==> config.mk <==
export PLATFORM = sky130hd
export DESIGN_NAME = multi_button_debouncer
export DESIGN_NICKNAME = d
export VERILOG_FILES = /design/src/rtl/button_pkg.sv /design/src/rtl/multi_button_debouncer_if.sv /design/src/rtl/debounce_channel.sv /design/src/rtl/multi_button_debouncer.sv
export SDC_FILE = /design/constraint.sdc
export NUM_CORES = 1
export LEC_CHECK = 0
export CAP_MARGIN = 20
export CORE_ASPECT_RATIO = 0.75
export CORE_MARGIN = 5
export CORE_UTILIZATION = 63
export DETAILED_ROUTE_END_ITERATION = 16
export HOLD_SLACK_MARGIN = 0.1
export PLACE_DENSITY = 0.85
export RECOVER_POWER = 25
export SKIP_LAST_GASP = 1
export SYNTH_ARGS = -nofsm -noshare
export SYNTH_HDL_FRONTEND = slang
export SYNTH_SLANG_ARGS = --single-unit
export TNS_END_PERCENT = 1
==> constraint.sdc <==
create_clock -name i_Clk -period 8 [get_ports i_Clk]
set_input_delay 1.6 -clock i_Clk [delete_from_list [all_inputs] [get_ports i_Clk]]
set_output_delay 1.6 -clock i_Clk [all_outputs]
set_load 0.005 [all_outputs]
==> src/rtl/button_pkg.sv <==
// Shared types and elaboration-time helpers for the multi-channel button debouncer.
package button_pkg;

   typedef enum logic [1:0] {
      RPT_IDLE   = 2'd0,
      RPT_DELAY  = 2'd1,
      RPT_REPEAT = 2'd2
   } rpt_state_t;

   typedef struct packed {
      logic level;
      logic press;
      logic rel;
      logic rpt;
   } chan_out_t;

   localparam longint unsigned MICROS_PER_SEC = 64'd1_000_000;

   // Microseconds to clock cycles, evaluated with 64-bit intermediates.
   function automatic longint unsigned micro_to_cycles(input longint unsigned clk_hz,
                                                       input longint unsigned micro);
      return (clk_hz * micro) / MICROS_PER_SEC;
   endfunction

   // Bits needed to hold values 0..max_val, never less than one.
   function automatic int unsigned cnt_width(input longint unsigned max_val);
      return (max_val == 64'd0) ? 32'd1 : 32'($clog2(max_val + 64'd1));
   endfunction

endpackage

==> src/rtl/multi_button_debouncer_if.sv <==
// Bundle of raw button levels and the debounced level/event vectors.
interface multi_button_debouncer_if #(
   parameter int unsigned CHANNELS = 4
);
   logic [CHANNELS-1:0] buttons;
   logic [CHANNELS-1:0] level;
   logic [CHANNELS-1:0] press;
   logic [CHANNELS-1:0] rel;
   logic [CHANNELS-1:0] rpt;

   modport master (output buttons, input level, press, rel, rpt);
   modport slave  (input buttons, output level, press, rel, rpt);
endinterface

==> src/rtl/debounce_channel.sv <==
// One button channel: 2-flop synchronizer, stability filter, edge pulses and
// auto-repeat FSM. All outputs are registered.
module debounce_channel
   import button_pkg::*;
#(
   parameter longint unsigned FILTER_CYC = 64'd1,
   parameter longint unsigned DELAY_CYC  = 64'd1,
   parameter longint unsigned RATE_CYC   = 64'd1,
   parameter bit              REPEAT_EN  = 1'b1,
   parameter bit              ACTIVE_LOW = 1'b0
)(
   input  logic      clk,
   input  logic      rst,
   input  logic      button,
   output chan_out_t out
);

   // A zero filter length behaves exactly like a length of one.
   localparam longint unsigned FILT_LIM = (FILTER_CYC == 64'd0) ? 64'd1 : FILTER_CYC;
   localparam int unsigned     FILT_W   = cnt_width(FILT_LIM);

   logic              sync_meta;
   logic              sync;
   logic              level;
   logic              press;
   logic              rel;
   logic              rpt;
   logic [FILT_W-1:0] filt_cnt;
   logic              toggle_c;

   assign toggle_c = (sync != level) && (filt_cnt == FILT_W'(FILT_LIM - 64'd1));

   always_ff @(posedge clk or posedge rst) begin
      if (rst) begin
         sync_meta <= 1'b0;
         sync      <= 1'b0;
         filt_cnt  <= '0;
         level     <= 1'b0;
         press     <= 1'b0;
         rel       <= 1'b0;
      end else begin
         sync_meta <= button ^ ACTIVE_LOW;
         sync      <= sync_meta;
         if ((sync == level) || toggle_c)
            filt_cnt <= '0;
         else
            filt_cnt <= filt_cnt + FILT_W'(1);
         level <= level ^ toggle_c;
         press <= toggle_c & ~level;
         rel   <= toggle_c & level;
      end
   end

   generate
      if (REPEAT_EN) begin : g_rpt
         localparam longint unsigned DELAY_LIM = (DELAY_CYC == 64'd0) ? 64'd1 : DELAY_CYC;
         localparam longint unsigned RATE_LIM  = (RATE_CYC == 64'd0) ? 64'd1 : RATE_CYC;
         localparam longint unsigned HOLD_MAX  = (DELAY_LIM > RATE_LIM) ? DELAY_LIM : RATE_LIM;
         localparam int unsigned     HOLD_W    = cnt_width(HOLD_MAX);

         rpt_state_t        state;
         logic [HOLD_W-1:0] hold_cnt;

         // A debounced release (toggle while pressed) always wins over a repeat pulse.
         always_ff @(posedge clk or posedge rst) begin
            if (rst) begin
               state    <= RPT_IDLE;
               hold_cnt <= '0;
               rpt      <= 1'b0;
            end else begin
               rpt <= 1'b0;
               case (state)
                  RPT_IDLE: begin
                     hold_cnt <= '0;
                     if (toggle_c && !level)
                        state <= RPT_DELAY;
                  end
                  RPT_DELAY: begin
                     if (toggle_c) begin
                        state    <= RPT_IDLE;
                        hold_cnt <= '0;
                     end else if (hold_cnt == HOLD_W'(DELAY_LIM - 64'd1)) begin
                        rpt      <= 1'b1;
                        state    <= RPT_REPEAT;
                        hold_cnt <= '0;
                     end else begin
                        hold_cnt <= hold_cnt + HOLD_W'(1);
                     end
                  end
                  RPT_REPEAT: begin
                     if (toggle_c) begin
                        state    <= RPT_IDLE;
                        hold_cnt <= '0;
                     end else if (hold_cnt == HOLD_W'(RATE_LIM - 64'd1)) begin
                        rpt      <= 1'b1;
                        hold_cnt <= '0;
                     end else begin
                        hold_cnt <= hold_cnt + HOLD_W'(1);
                     end
                  end
                  default: begin
                     state    <= RPT_IDLE;
                     hold_cnt <= '0;
                  end
               endcase
            end
         end
      end else begin : g_no_rpt
         assign rpt = 1'b0;
      end
   endgenerate

   assign out = {level, press, rel, rpt};

endmodule

==> src/rtl/multi_button_debouncer.sv <==
// Top level: converts timing parameters to cycle counts and instantiates one
// independent debounce channel per button.
module multi_button_debouncer
   import button_pkg::*;
#(
   parameter int unsigned     CHANNELS             = 4,
   parameter longint unsigned c_CLK_FREQ           = 106470000,
   parameter longint unsigned c_FILTER_MICRO       = 5000,
   parameter longint unsigned c_REPEAT_DELAY_MICRO = 500000,
   parameter longint unsigned c_REPEAT_RATE_MICRO  = 100000,
   parameter bit              c_ACTIVE_LOW         = 1'b0
)(
   input  logic                i_Clk,
   input  logic                i_Reset,
   input  logic [CHANNELS-1:0] i_Buttons,
   output logic [CHANNELS-1:0] o_Buttons,
   output logic [CHANNELS-1:0] o_Press,
   output logic [CHANNELS-1:0] o_Release,
   output logic [CHANNELS-1:0] o_Repeat
);

   localparam longint unsigned FILTER_CYC = micro_to_cycles(c_CLK_FREQ, c_FILTER_MICRO);
   localparam longint unsigned DELAY_CYC  = micro_to_cycles(c_CLK_FREQ, c_REPEAT_DELAY_MICRO);
   localparam longint unsigned RATE_CYC   = micro_to_cycles(c_CLK_FREQ, c_REPEAT_RATE_MICRO);
   localparam bit              REPEAT_EN  = (c_REPEAT_DELAY_MICRO != 64'd0);

   chan_out_t ch_out [CHANNELS];

   multi_button_debouncer_if #(.CHANNELS(CHANNELS)) bus ();

   assign bus.buttons = i_Buttons;

   for (genvar g = 0; g < CHANNELS; g++) begin : g_ch
      debounce_channel #(
         .FILTER_CYC (FILTER_CYC),
         .DELAY_CYC  (DELAY_CYC),
         .RATE_CYC   (RATE_CYC),
         .REPEAT_EN  (REPEAT_EN),
         .ACTIVE_LOW (c_ACTIVE_LOW)
      ) u_chan (
         .clk    (i_Clk),
         .rst    (i_Reset),
         .button (bus.buttons[g]),
         .out    (ch_out[g])
      );

      assign bus.level[g] = ch_out[g].level;
      assign bus.press[g] = ch_out[g].press;
      assign bus.rel[g]   = ch_out[g].rel;
      assign bus.rpt[g]   = ch_out[g].rpt;
   end

   assign o_Buttons = bus.level;
   assign o_Press   = bus.press;
   assign o_Release = bus.rel;
   assign o_Repeat  = bus.rpt;

endmodule

==> summary.md <==
| Metric | Value |
|---|---|
| Post-synth EDFFs | 0 |
| WP depth | 1 |
| First-pass GRT wire length | between 30000 and 40000 µm |
| Critical-path top delay cell | clkdlybuf4s50_1 |
| Slew HR | 24.5% |
| CTS buffer count | 21 |
| Antenna violations before repair | 0 |
| Worst path required time | 6400 ps |
| Final Hold Fails | 0 |
| Vias/cell | 5.82 |
| Asr flop ratio synth | 100% |
| Routed WL | 21200 µm |
| Post-CTS Setup Inserts | 0 |
| Worst min path class | flip-flop to flip-flop |
| Period utilization | around two fifths |
| Ant diodes | 0 |
| CP Class | flip-flop to primary output |
| Worst-path clk slew | 60 ps |
| Die footprint | 0.0204 mm² |
| Tmin final | 3120 ps |
| Max-Cap Viols | 0 |
| Number of port buffers | 21 |
| Ports | 22 |
| Routed Antenna Nets | 0 |
| Layout cells sized above 1 | between 5 and 6% |
| Clock Sinks | around 220 |
| Critical path arrival | roughly 1500 ps |
| Yosys top cell area share | 48.7% |
| Netlist Area Pre-Place | 0.0111 mm² |
| Seq/Total Area, Yosys | between 40% and 50% |
| Hold Path Depth | 0 |
| Nets | roughly 1200 |
| Syn-to-layout area delta | 8.25% |
| Total track usage | about a fifth |
| Main synth FF type | dfrtp_1 |
| Post-CTS sizing | 0 |
| Critical-path maximum fanout | 7 |
| Seq cells post-synth | 216 |
| Reg2Reg Depth | 5 |
| Largest net degree at the start of global routing | 125 |
| Fin. max-slew vios | 0 |
| Fmax | 321 MHz |
| Crit path max-delay family | buffers and inverters |
| Die height | 125 µm |
| Startpoint types | flip-flop |
| Status | finished clean |
| Netlist cell types | 65 |
| CTS tree | done |
| VDD IR-drop max | 0.132 mV |
| Initial Util | a little under two thirds |
| Largest area contributor in the netlist | dfrtp_1 |
| Power Dens Cells | 175 mW/mm² |
| H-tree levels | 1 |
| Vias in the first global route | 7880 |
| Num rows | between 40 and 50 |
| CP Capture Type | primary output |
| DR vias | a little over 8000 |
| Core region area | 0.0175 mm² |
| Syn Nets | 1163 |
| Synthesized area per cell | a little under 10 µm² |
| Crit path largest cell delay | between 500 and 600 ps |
| Clk buf depth | 3 |
| Drc violations | 0 |
| Clk_skew | 13.4 ps |
| Total grt overflow | 0 |
| Worst slew pin tran | 1120 ps |
| Layout Utilization | 68.7% |
| Mapped Cells | 1131 |
| Cts-stage hold buffer count | 0 |
| Largest cells by area after synthesis | dfrtp_1 (49%), xor2_1 (7.7%), nor2_1 (7.3%) |
| Leakage power | 4.84 nW |
| Synth Warn # | 0 |
| Unrepaired setup endpoints after global routing | no |
| WL/cell | 15.3 µm |
| Routability cong. | 0.857 |
| Starting DRC count in detailed routing | ~680 |
| Setup TNS | 0 ps |
| Die Wd | 163 µm |
| WP buf/inv | 1 |
| HPWL after detailed placement | 14000 µm |
| Drt pass-1 iters | 5 |
| Min Hold Slack | between 300 and 400 ps |
| Clock Latency Late Sink | 500 ps |
| Filler instances | 1288 |
| CTS Root Buffer Type | clkbuf_16 |
| CP cell instances | clkdlybuf4s50_1 |
| Setup Viol. Count Final | 0 |
==> cell usage after synthesis, types with 25 or more instances <==
cell type,instances
and3_1,32
dfrtp_1,216
ha_1,26
inv_1,45
nand2_1,57
nand3_1,68
nand4_1,57
nor2_1,216
nor3_1,26
nor4_1,25
xnor2_1,73
xor2_1,98
==> layout by cell type, fill, tap and decap left out, types with 4 or more instances in the layout <==
master,n
nor2_1,216
dfrtp_1,216
xor2_1,98
xnor2_1,73
nand3_1,68
nand2_1,58
nand4_1,57
inv_1,44
and3_1,32
nor4_1,26
nor3_1,26
ha_1,26
clkbuf_16,21
and4_1,17
clkdlybuf4s50_1,16
nor2_2,10
clkbuf_1,8
nor4bb_1,7
nor3b_1,7
nor4b_1,7
nand2b_1,7
o21ai_0,7
or3_1,6
and4b_1,5
a21oi_1,5
dlygate4sd3_1,5
o41ai_1,4
nand4b_1,4
or4_1,4
mux2_2,4
clkbuf_8,4
==> logic make-up (layout without fill, tap and decap cells) <==
| kind of cell | count (synthesis) | after routing | share of synthesized area [%] |
|---|---|---|---|
| compound gates | 43 | 43 | 3.08 |
| buf+inv | 91 | 107 | 4.04 |
| simple gates | 580 | 580 | 27.4 |
| mux | 4 | 4 | 0.406 |
| fa+ha+maj | 26 | 26 | 2.93 |
| flops | 216 | 216 | 48.7 |
| xor+xnor | 171 | 171 | 13.5 |
==> power breakdown <==
group          internal [mW]  switching (mW)
clock network          0.555           0.404
registers               1.10         0.00743
logic                0.00989          0.0338
total                   1.66           0.445
==> worst paths after layout <==
check                                      startpoint                                 to  slack, ps
setup / recovery                            flip-flop                       o_Buttons[3]       4880
hold / removal               g_ch[1].u_chan.sync_meta                g_ch[1].u_chan.sync        350
setup reg to reg           g_ch[1].u_chan.filt_cnt[7]  g_ch[1].u_chan.g_rpt.hold_cnt[14]       5230
hold reg to reg              g_ch[1].u_chan.sync_meta                g_ch[1].u_chan.sync        350
max in group asynchronous                     i_Reset         g_ch[0].u_chan.filt_cnt[1]       5070
min in group asynchronous                     i_Reset  g_ch[1].u_chan.g_rpt.hold_cnt[25]       1760
==> metal layers <==
| layer | global-route usage (%) | vias to the layer above | share of wire, % |
|---|---|---|---|
| met5 | 0 | - | 0 |
| met3 | 3.19 | 35 | 4.4 |
| met2 | 32.2 | 205 | 45 |
| met4 | 4.78 | 0 | 1.9 |
| li1 | - | 3890 | - |
| met1 | 32.1 | 3954 | 48 |
==> state kept, by name, indices dropped and copies added, names as in the netlist, named ones only <==
register                    count
g_ch.u_chan.filt_cnt           80
g_ch.u_chan.g_rpt.hold_cnt    104
g_ch.u_chan.g_rpt.state         8
g_ch.u_chan.press               4
g_ch.u_chan.rel                 4
g_ch.u_chan.rpt                 4
g_ch.u_chan.sync                4
g_ch.u_chan.sync_meta           4
==> area by class of cell <==
class | instances | area (µm²) | share of cell area [%]
clock inverter | 5 | 53.8 | 0.448
tap | 242 | 303 | 2.52
clock buffer | 32 | 607 | 5.05
inverter | 45 | 176 | 1.47
timing repair buffer | 25 | 234 | 1.95
sequential | 216 | 5410 | 45.0
multi-input combinational | 824 | 5240 | 43.6
==> metrics by stage <==
stage | power (mW) | instance area, µm² | cells | setup slack (ps)
global route | 2.17 | 12000 | 1389 | 4790
floorplan | 1.16 | 11100 | 1131 | 492
finish | 2.11 | 12000 | 1389 | 4880
CTS | 2.13 | 12000 | 1388 | 4870
detailed placement | 1.17 | 11400 | 1351 | 4570
global placement | 1.17 | 11400 | 1351 | 4600
(Power assumes the default switching activity.)
